`config.mk`:
```
export PLATFORM = sky130hd
export DESIGN_NAME = spi_slave_ctrl_flat
export DESIGN_NICKNAME = d
export VERILOG_FILES = /design/src/rtl/spi_slave_ctrl_pkg.sv /design/src/rtl/spi_slave_ctrl_if.sv /design/src/rtl/spi_slave_ctrl_bit_counter.sv /design/src/rtl/spi_slave_ctrl.sv /design/src/flat_wrapper.sv
export SDC_FILE = /design/constraint.sdc
export NUM_CORES = 1
export LEC_CHECK = 0
export CORE_MARGIN = 8
export CORE_UTILIZATION = 50
export DETAILED_ROUTE_END_ITERATION = 12
export GPL_ROUTABILITY_DRIVEN = 0
export PLACE_DENSITY_LB_ADDON = 0.2
export SLEW_MARGIN = 15
export SYNTH_ARGS = -nofsm -noshare
export SYNTH_HDL_FRONTEND = slang
export SYNTH_SLANG_ARGS = --single-unit
```
`constraint.sdc`:
```
create_clock -name clk -period 2.9 [get_ports clk]
set_input_delay 0.725 -clock clk [delete_from_list [all_inputs] [get_ports clk]]
set_output_delay 0.725 -clock clk [all_outputs]
set_load 0.02 [all_outputs]
```
`src/rtl/spi_slave_ctrl_pkg.sv`:
```
// Shared types and helpers for the SPI-slave control FSM.
// Holds the state encoding and the frame geometry helpers used to size the bit counter.
package spi_ctrl_pkg;

    typedef enum logic [3:0] {
        IDLE      = 4'd0,
        ADDR      = 4'd1,
        LATCH     = 4'd2,
        RD_LOAD   = 4'd3,
        RD_OUT    = 4'd4,
        WR_DATA   = 4'd5,
        WR_COMMIT = 4'd6,
        INC       = 4'd7,
        DONE      = 4'd8
    } state_t;

    // Header is the address followed by the single R/W bit.
    function automatic int hdr_len(input int addr_w);
        return addr_w + 1;
    endfunction

    function automatic int cnt_width(input int addr_w, input int data_w);
        int m;
        m = (hdr_len(addr_w) > data_w) ? hdr_len(addr_w) : data_w;
        return $clog2(m + 1);
    endfunction

endpackage

```
`src/rtl/spi_slave_ctrl_if.sv`:
```
// Bus between the input conditioners / datapath strobes and the SPI-slave control FSM.
// The slave modport is the controller view; dbg_state mirrors the FSM register for observation.
interface spi_slave_ctrl_if;
    import spi_ctrl_pkg::*;

    logic   cs;
    logic   sclk_rise;
    logic   sclk_fall;
    logic   rw_bit;
    logic   add_WE;
    logic   addr_inc;
    logic   DM_WE;
    logic   SR_WE;
    logic   MISO_Buff;
    logic   busy;
    logic   frame_err;
    state_t dbg_state;

    modport slave (
        input  cs, sclk_rise, sclk_fall, rw_bit,
        output add_WE, addr_inc, DM_WE, SR_WE, MISO_Buff, busy, frame_err, dbg_state
    );

    modport master (
        output cs, sclk_rise, sclk_fall, rw_bit,
        input  add_WE, addr_inc, DM_WE, SR_WE, MISO_Buff, busy, frame_err, dbg_state
    );

endinterface

```
`src/rtl/spi_slave_ctrl_bit_counter.sv`:
```
// Clearable up-counter with a terminal-count flag against a runtime limit.
// o_hit is high on the enabled cycle whose increment reaches i_limit.
module spi_bit_counter #(
    parameter int W = 4
) (
    input  logic         clk,
    input  logic         i_clr,
    input  logic         i_en,
    input  logic [W-1:0] i_limit,
    output logic [W-1:0] o_cnt,
    output logic         o_hit
);

    logic [W-1:0] r_cnt;
    logic [W-1:0] w_cnt_nxt;

    assign w_cnt_nxt = r_cnt + W'(1);
    assign o_hit     = i_en && (w_cnt_nxt == i_limit);
    assign o_cnt     = r_cnt;

    always_ff @(posedge clk) begin
        if (i_clr) begin
            r_cnt <= '0;
        end else if (i_en) begin
            r_cnt <= w_cnt_nxt;
        end
    end

endmodule

```
`src/rtl/spi_slave_ctrl.sv`:
```
// SPI-slave control FSM: sequences address latch, memory write, shift-register load and
// MISO enable for each frame, with optional auto-increment bursts and abort detection.
module spi_slave_ctrl
    import spi_ctrl_pkg::*;
#(
    parameter int ADDR_W   = 7,
    parameter int DATA_W   = 8,
    parameter bit BURST_EN = 1'b1
) (
    input  logic             clk,
    input  logic             reset,
    spi_slave_ctrl_if.slave  bus
);

    localparam int             CNT_W    = cnt_width(ADDR_W, DATA_W);
    localparam logic [CNT_W-1:0] HDR_LIM  = CNT_W'(hdr_len(ADDR_W));
    localparam logic [CNT_W-1:0] DATA_LIM = CNT_W'(DATA_W);

    state_t           r_state;
    state_t           w_next;
    logic             r_mode_rd;
    logic             r_frame_err;
    logic             w_abort_err;
    logic             w_cnt_clr;
    logic             w_cnt_en;
    logic             w_hit;
    logic [CNT_W-1:0] w_limit;
    logic [CNT_W-1:0] w_cnt;

    // The counter restarts on every state change, so each counting state begins at zero.
    assign w_cnt_clr = reset || (w_next != r_state);
    assign w_limit   = (r_state == ADDR) ? HDR_LIM : DATA_LIM;
    assign w_cnt_en  = !bus.cs &&
                       ((((r_state == ADDR) || (r_state == WR_DATA)) && bus.sclk_rise) ||
                        ((r_state == RD_OUT) && bus.sclk_fall));

    spi_bit_counter #(.W(CNT_W)) u_bit_cnt (
        .clk     (clk),
        .i_clr   (w_cnt_clr),
        .i_en    (w_cnt_en),
        .i_limit (w_limit),
        .o_cnt   (w_cnt),
        .o_hit   (w_hit)
    );

    always_ff @(posedge clk) begin
        if (reset) begin
            r_state     <= IDLE;
            r_mode_rd   <= 1'b0;
            r_frame_err <= 1'b0;
        end else begin
            r_state     <= w_next;
            r_frame_err <= w_abort_err;
            if (r_state == LATCH) begin
                r_mode_rd <= bus.rw_bit;
            end
        end
    end

    always_comb begin
        w_next      = r_state;
        w_abort_err = 1'b0;
        if ((r_state != IDLE) && bus.cs) begin
            // A word boundary (count zero) in WR_DATA/RD_OUT is a clean burst end.
            w_next = IDLE;
            case (r_state)
                ADDR:            w_abort_err = (w_cnt != '0) || bus.sclk_rise;
                WR_DATA, RD_OUT: w_abort_err = (w_cnt != '0);
                default:         w_abort_err = 1'b0;
            endcase
        end else begin
            case (r_state)
                IDLE:      if (!bus.cs) w_next = ADDR;
                ADDR:      if (w_hit) w_next = LATCH;
                LATCH:     w_next = bus.rw_bit ? RD_LOAD : WR_DATA;
                RD_LOAD:   w_next = RD_OUT;
                RD_OUT:    if (w_hit) w_next = BURST_EN ? INC : DONE;
                WR_DATA:   if (w_hit) w_next = WR_COMMIT;
                WR_COMMIT: w_next = BURST_EN ? INC : DONE;
                INC:       w_next = r_mode_rd ? RD_LOAD : WR_DATA;
                DONE:      w_next = DONE;
                default:   w_next = IDLE;
            endcase
        end
    end

    assign bus.add_WE    = (r_state == LATCH);
    assign bus.SR_WE     = (r_state == RD_LOAD);
    assign bus.MISO_Buff = (r_state == RD_OUT);
    assign bus.DM_WE     = (r_state == WR_COMMIT);
    assign bus.addr_inc  = (r_state == INC);
    assign bus.busy      = (r_state != IDLE);
    assign bus.frame_err = r_frame_err;
    assign bus.dbg_state = r_state;

endmodule

```
`src/flat_wrapper.sv`:
```
// flat-port wrapper written by rule: the top's interface ports become plain ports
module spi_slave_ctrl_flat import spi_ctrl_pkg::*;
#(
    parameter int ADDR_W   = 7,
    parameter int DATA_W   = 8,
    parameter bit BURST_EN = 1'b1
)
  (clk, reset, bus_cs, bus_sclk_rise, bus_sclk_fall, bus_rw_bit, bus_add_WE, bus_addr_inc, bus_DM_WE, bus_SR_WE, bus_MISO_Buff, bus_busy, bus_frame_err, bus_dbg_state);
  spi_slave_ctrl_if bus_i ();
  input  logic clk;
  input  logic reset;
  input wire logic [$bits(bus_i.cs)-1:0] bus_cs;
  input wire logic [$bits(bus_i.sclk_rise)-1:0] bus_sclk_rise;
  input wire logic [$bits(bus_i.sclk_fall)-1:0] bus_sclk_fall;
  input wire logic [$bits(bus_i.rw_bit)-1:0] bus_rw_bit;
  output wire logic [$bits(bus_i.add_WE)-1:0] bus_add_WE;
  output wire logic [$bits(bus_i.addr_inc)-1:0] bus_addr_inc;
  output wire logic [$bits(bus_i.DM_WE)-1:0] bus_DM_WE;
  output wire logic [$bits(bus_i.SR_WE)-1:0] bus_SR_WE;
  output wire logic [$bits(bus_i.MISO_Buff)-1:0] bus_MISO_Buff;
  output wire logic [$bits(bus_i.busy)-1:0] bus_busy;
  output wire logic [$bits(bus_i.frame_err)-1:0] bus_frame_err;
  output wire logic [$bits(bus_i.dbg_state)-1:0] bus_dbg_state;
  assign bus_i.cs = bus_cs;
  assign bus_i.sclk_rise = bus_sclk_rise;
  assign bus_i.sclk_fall = bus_sclk_fall;
  assign bus_i.rw_bit = bus_rw_bit;
  assign bus_add_WE = bus_i.add_WE;
  assign bus_addr_inc = bus_i.addr_inc;
  assign bus_DM_WE = bus_i.DM_WE;
  assign bus_SR_WE = bus_i.SR_WE;
  assign bus_MISO_Buff = bus_i.MISO_Buff;
  assign bus_busy = bus_i.busy;
  assign bus_frame_err = bus_i.frame_err;
  assign bus_dbg_state = bus_i.dbg_state;
  spi_slave_ctrl #(.ADDR_W(ADDR_W), .DATA_W(DATA_W), .BURST_EN(BURST_EN)) u_core (.clk(clk), .reset(reset), .bus(bus_i));
endmodule
```
==> metrics.md, run 1 <==
| Metric | Value |
|---|---|
| Clock skew | between 6 and 7 ps |
| Fin crit period | ~2700 ps |
| Die Area | 2730 µm² |
| Worst Hold Launch | u_core.r_mode_rd$_SDFFE_PP0P_ |
| ANT cells | 0 |
| First-pass detailed-route iteration total | 4 |
| CTS Buffer Depth | 2 |
| Worst Tran Pin Value | between 400 and 500 ps |
| Vias per cell | between 5 and 6 |
| Internal power | roughly 0.2 mW |
| DPL Wire Length | 1210 µm |
| Worst skew pair latency | 260 ps |
| Global-route usage over all layers | between 10% and 20% |
| WP data required | 2170 ps |
| # setup viols final | 0 |
| DP Worst Slack | around 450 ps |
| CP Max Fanout | 12 |
| CTS tree | yes |
| Commonest non-fill, non-tap cell in the layout | clkdlybuf4s50_1 |
| Port Buf Inserts | 16 |
| Clk pwr share | between 30% and 40% |
| Largest delay share family, worst path | buffers and inverters |
| # hold bufs at CTS | 0 |
| Sequential power share | 53.5% |
| Most frequent cells in the layout | clkdlybuf4s50_1 (16), nor2_1 (12), dfxtp_1 (10), nand2_1 (6), a21oi_1 (5) |
| Top_reg_cell synth | dfxtp_1 |
| Combinational power share | about an eighth |
| Post-synthesis cell area | around 660 µm² |
| Peak supply drop | around 190 µV |
| Hold path cells | 2 |
| Area after DPL | between 800 and 900 µm² |
| Status | complete, no violations |
| Final ANT Viol Nets | 0 |
| Register area share after synthesis | 30.5% |
| Vias in the first global route | between 500 and 600 |
| Crit-path cells | nand2b_1 -> nor3_1 -> clkdlybuf4s50_1 |
| Share of cells above drive strength 1 | under 10% |
| Cell variety after synth | 32 |
| Internal reg-to-reg setup slack | about 940 ps |
| Total power | 0.264 mW |
| Clock Root Buffer | clkbuf_4 |
| Finished layout cell area | approximately 850 µm² |
| Synth Net Count | 90 |
| Routed len/inst | about 14 µm |
| First-pass GRT wire length | 2660 µm |
| Power per cell area | about 310 nW/µm² |
| Die W | around 52 µm |
| Post-synth EDFFs | 0 |
| Sw Ratio | between 20% and 30% |
| Mapped Cells | between 80 and 90 |
| RSZ-0062 raised after global routing | false |
| CTS Sinks | 10 |
| Largest net degree at the start of global routing | 14 |
| Reg-to-Reg Start | u_core.bus.dbg_state[2]$_SDFF_PP0_ |
| Die H | around 52 µm |
| Total grt overflow | 0 |
| Clock slew at reported path FFs | about 60 ps |
| Final WL | ~1500 µm |
| Post-CTS Resized | 0 |
| Core area | 1270 µm² |
| Setup crit end kind | primary output |
| Pleak | around 0.30 nW |
| Setup crit start kind | flop |
| F_max | ~370 MHz |
| Ports | 17 |
| Final hold vios | 0 |
| Biggest cell delay along the critical path | 670 ps |
| Net load switching power | roughly 0.06 mW |
| FF+latch count, synth | 10 |
| Critical path type | flop to primary output |
| Initial antenna violation count | 0 |
| Final period util | 94.3% |
| RR Endpoint | u_core.bus.dbg_state[0]$_SDFF_PP0_ |
| # fillers | roughly 110 |
| Slew Limit Fails | 0 |
| P&R area growth vs syn | 29.3% |
| YS warnings | 0 |
| NumNets Final | 108 |
| WP data arrival | around 2000 ps |
| Critical-path top delay cell | clkdlybuf4s50_1 |
| Post-CTS Setup Inserts | 0 |
| Post-synthesis async set-or-reset flop share | 0% |
| Rel. slew slack | 68.1% |
| Final Worst Setup Slack | 164 ps |
| Mean post-synth cell area | 8.11 µm² |
| Row Count | 13 |
| Worst min-delay path category | flop to flop |
| Worst r2r path cells | 6 |
| CTS H-tree lvls | 1 |
| Number of CTS-inserted buffers | 3 |
| Max-cap violations | 0 |
| Setup tns final | 0 ps |
| Endpoint, Worst Hold | u_core.r_mode_rd$_SDFFE_PP0P_ |
| DRT iter0 DRCs | 22 |
| DR vias | 639 |
| Post-route DRC | 0 |
| Initial Util | 51.8% |
| CP bufs+invs | 1 |
per-layer routing:
layer | track usage [%] | vias up | wire [µm]
met5 | 0 | - | 0
met4 | 1.29 | 0 | 10
met3 | 4.83 | 2 | 118
met2 | 20.8 | 17 | 726
met1 | 15.1 | 300 | 693
li1 | - | 320 | -
cell usage after synthesis (2+ instances only):
cell type | number | area share, %
nor2_1 | 12 | 6.9
dfxtp_1 | 10 | 30
nand2_1 | 6 | 3.4
a21oi_1 | 5 | 3.8
clkbuf_1 | 3 | 1.7
ha_1 | 3 | 5.7
inv_1 | 3 | 1.7
nand2b_1 | 3 | 2.9
nor2b_1 | 3 | 2.9
nor3_1 | 3 | 2.3
o21bai_1 | 3 | 3.4
nand3_1 | 2 | 1.5
nand3b_1 | 2 | 2.3
nor3b_1 | 2 | 2.3
o21ai_0 | 2 | 1.5
or3_1 | 2 | 1.9
xnor2_1 | 2 | 2.7
flip-flops by register name, summed over array words and instances (netlist names):
| signal | flops |
|---|---|
| u_core.r_mode_rd | 1 |
| u_core.bus.frame_err | 1 |
| u_core.u_bit_cnt.o_cnt | 4 |
| u_core.bus.dbg_state | 4 |
how the worst max path moves through the flow:
| stage | start | to | slack [ps] | cells after the start |
|---|---|---|---|---|
| 2_1_floorplan | u_core.bus.dbg_state[1]$_SDFF_PP0_ | bus_add_WE | 810 | 3 |
| 3_3_place_gp | bus_sclk_fall | u_core.bus.dbg_state[0]$_SDFF_PP0_ | 490 | 6 |
| 3_5_place_dp | bus_sclk_fall | u_core.bus.dbg_state[0]$_SDFF_PP0_ | 450 | 6 |
| 4_1_cts | u_core.bus.dbg_state[1]$_SDFF_PP0_ | bus_add_WE | 190 | 3 |
| 5_1_grt | u_core.bus.dbg_state[1]$_SDFF_PP0_ | bus_add_WE | 70 | 3 |
| 6_report | u_core.bus.dbg_state[1]$_SDFF_PP0_ | bus_add_WE | 160 | 3 |
through the flow:
| stage | instances | hold slack, ps | util, % |
|---|---|---|---|
| 2_1_floorplan | 81 | 460 | - |
| 3_3_place_gp | 109 | 476 | 65.2 |
| 3_5_place_dp | 109 | 506 | 65.2 |
| 4_1_cts | 112 | 520 | 67.0 |
| 5_1_grt | 112 | 570 | 67.0 |
| 6_report | 112 | 521 | 67.0 |
final cells by class:
cell class / count / area [µm²] / share of cell area [%]
Timing Repair Buffer: 17 / 168 / 19.7
Sequential cell: 10 / 200 / 23.6
Tap cell: 15 / 18.8 / 2.21
Multi-Input combinational cell: 64 / 429 / 50.5
Inverter: 3 / 11.3 / 1.33
Clock buffer: 3 / 22.5 / 2.65
power by group through the flow:
stage               logic [mW]  clock network [mW]  registers [mW]
floorplan               0.0160                   0           0.143
global placement        0.0305                   0           0.144
detailed placement      0.0308                   0           0.144
CTS                     0.0310              0.0936           0.141
global route            0.0338               0.102           0.141
finish                  0.0311              0.0918           0.141
worst register-to-register path, delay by kind of cell (launching register included):
kind | cells | cell delay [ps]
and+or+nand+nor | 1 | 130
AOI/OAI and AO/OA | 4 | 1100
DFF | 1 | 470
buffers and inverters | 1 | 200
logic make-up after synthesis:
group / Yosys count / synth area share (%)
AND/OR/NAND/NOR: 37 / 29.0
AO/OA/AOI/OAI: 19 / 23.6
flip-flops: 10 / 30.5
buffers and inverters: 7 / 4.19
adder cells (fa/ha/maj): 4 / 7.24
XOR/XNOR: 3 / 4.00
multiplexers: 1 / 1.52
Power figures use the tool's default switching activity.
==> run 2: changes to the inputs <==
CORE_UTILIZATION = 42   (was 50)
clock period = 2.41 ns   (was 2.9 ns; I/O delays follow)
==> metrics.md, run 2 (same netlist as run 1, synthesis figures left out) <==
| Metric | Value |
|---|---|
| RR Endpoint | u_core.bus.dbg_state[0]$_SDFF_PP0_ |
| # fillers | 133 |
| Worst Tran Pin Value | 325 ps |
| Clock Root Buffer | clkbuf_4 |
| Port Buf Inserts | 16 |
| Final WL | between 1500 and 2000 µm |
| DR vias | roughly 630 |
| WP data required | 1810 ps |
| Max-cap violations | 0 |
| Die H | 55.5 µm |
| Final period util | a little over nine tenths |
| Die Area | just over 3000 µm² |
| Number of CTS-inserted buffers | 3 |
| Clock slew at reported path FFs | ~70 ps |
| Crit path launch | u_core.bus.dbg_state[2]$_SDFF_PP0_ |
| Vias in the first global route | 630 |
| Initial antenna violation count | 0 |
| Share of cells above drive strength 1 | a little under an eighth |
| Worst min-delay path category | flop to flop |
| # hold bufs at CTS | 0 |
| Setup crit start kind | flop |
| CTS H-tree lvls | 1 |
| Critical path type | flop to primary output |
| Setup crit end kind | primary output |
| WP data arrival | roughly 1700 ps |
| Peak supply drop | 272 µV |
| NumNets Final | between 100 and 150 |
| Core area | 1490 µm² |
| Global-route usage over all layers | between 10% and 20% |
| DRT iter0 DRCs | 6 |
| First-pass GRT wire length | 2680 µm |
| Final std cells w/o fill | roughly 120 |
| Dpl cells | about 110 |
| Biggest cell delay along the critical path | 630 ps |
| Die W | 55.5 µm |
| Fin Hold WS | around 510 ps |
| DPL Wire Length | approximately 1200 µm |
| CTS Sinks | 10 |
| Total grt overflow | 0 |
| Crit path to | bus_MISO_Buff |
| # setup viols final | 0 |
| First-pass detailed-route iteration total | 4 |
| Most frequent cells in the layout | clkdlybuf4s50_1 (15), nor2_1 (12), dfxtp_1 (10), nand2_1 (6) |
| Final ANT Viol Nets | 0 |
| Area after DPL | ~860 µm² |
| Worst skew pair latency | ~260 ps |
| Final hold vios | 0 |
| Worst r2r path cells | 6 |
| Core Util, Final | roughly three fifths |
| Row Count | 14 |
| Largest delay share family, worst path | buffers and inverters |
| Clock skew | 7.63 ps |
| RSZ-0062 raised after global routing | false |
| Routed len/inst | ~13 µm |
| Finished layout cell area | 883 µm² |
| Commonest non-fill, non-tap cell in the layout | clkdlybuf4s50_1 |
| Initial Util | between 40 and 50% |
| Vias per cell | 5.34 |
| ANT cells | 0 |
| CTS tree | yes |
| Post-route DRC | 0 |
| Pleak | about 0.34 nW |
| Reg-to-Reg Start | u_core.bus.dbg_state[2]$_SDFF_PP0_ |
| Internal reg-to-reg setup slack | 590 ps |
| Setup tns final | 0 ps |
| CTS Buffer Depth | 2 |
| Crit-path cells | nand2b_1 -> nor3_1 -> clkdlybuf4s50_1 |
| Power per cell area | 365 nW/µm² |
| CP Max Fanout | 9 |
| Slew Limit Fails | 0 |
| CP bufs+invs | 1 |
| Crit. path cell count | 3 |
| Fin crit period | 2280 ps |
| Ports | 17 |
| Critical-path top delay cell | clkdlybuf4s50_1 |
| Status | complete, no violations |
| Largest net degree at the start of global routing | 13 |
| F_max | between 400 and 500 MHz |
| P&R area growth vs syn | 34.5% |
| Rel. slew slack | between 70% and 80% |
-- run 2: area by class of cell --
type | instances | area (µm²) | area share [%]
multi-input cells | 64 | 429 | 48.6
repair buffers | 21 | 200 | 22.7
well taps | 16 | 20.0 | 2.27
flip-flops and latches | 10 | 200 | 22.7
clock buffers | 3 | 22.5 | 2.55
inverters | 3 | 11.3 | 1.27
-- run 2: worst min path at each step --
| stage | depth (start not counted) | slack, ps | start | to |
|---|---|---|---|---|
| detailed placement | 2 | 500 | u_core.r_mode_rd$_SDFFE_PP0P_ | u_core.r_mode_rd$_SDFFE_PP0P_ |
| CTS | 2 | 520 | u_core.r_mode_rd$_SDFFE_PP0P_ | u_core.r_mode_rd$_SDFFE_PP0P_ |
| finish | 2 | 510 | u_core.r_mode_rd$_SDFFE_PP0P_ | u_core.r_mode_rd$_SDFFE_PP0P_ |
| global placement | 2 | 480 | u_core.r_mode_rd$_SDFFE_PP0P_ | u_core.r_mode_rd$_SDFFE_PP0P_ |
| global route | 2 | 560 | u_core.r_mode_rd$_SDFFE_PP0P_ | u_core.r_mode_rd$_SDFFE_PP0P_ |
| floorplan | 2 | 460 | u_core.r_mode_rd$_SDFFE_PP0P_ | u_core.r_mode_rd$_SDFFE_PP0P_ |
-- run 2: worst min-delay path, cell delays in order, from the launching register on --
cell     delay (ps)
dfxtp_1         330
mux2i_1          70
nor2_1           80
-- run 2: per-stage QoR --
step                      power (mW)  setup WS (ps)
after floorplan                0.192            441
after global placement         0.213            253
after detailed placement       0.213            208
after CTS                      0.327           72.3
after global routing           0.343           35.6
final                          0.322            132
-- run 2: report_power, final --
group / internal (mW) / switching [mW]
combinational: 0.0215 / 0.0201
clock: 0.0575 / 0.0557
sequential: 0.166 / 0.000890
-- run 2: repair_timing --
item                                    CTS  global route
endpoints found under the hold margin     0             0
resized for setup                         0             1
endpoints found under the setup margin    0             1
buffers inserted                          0             0
-- run 2: metal layers --
layer,global-route usage (%),part of all wire [%]
met1,12.4,49
met2,15.9,45
met3,2.97,4.9
met4,5.28,0.66
met5,0,0
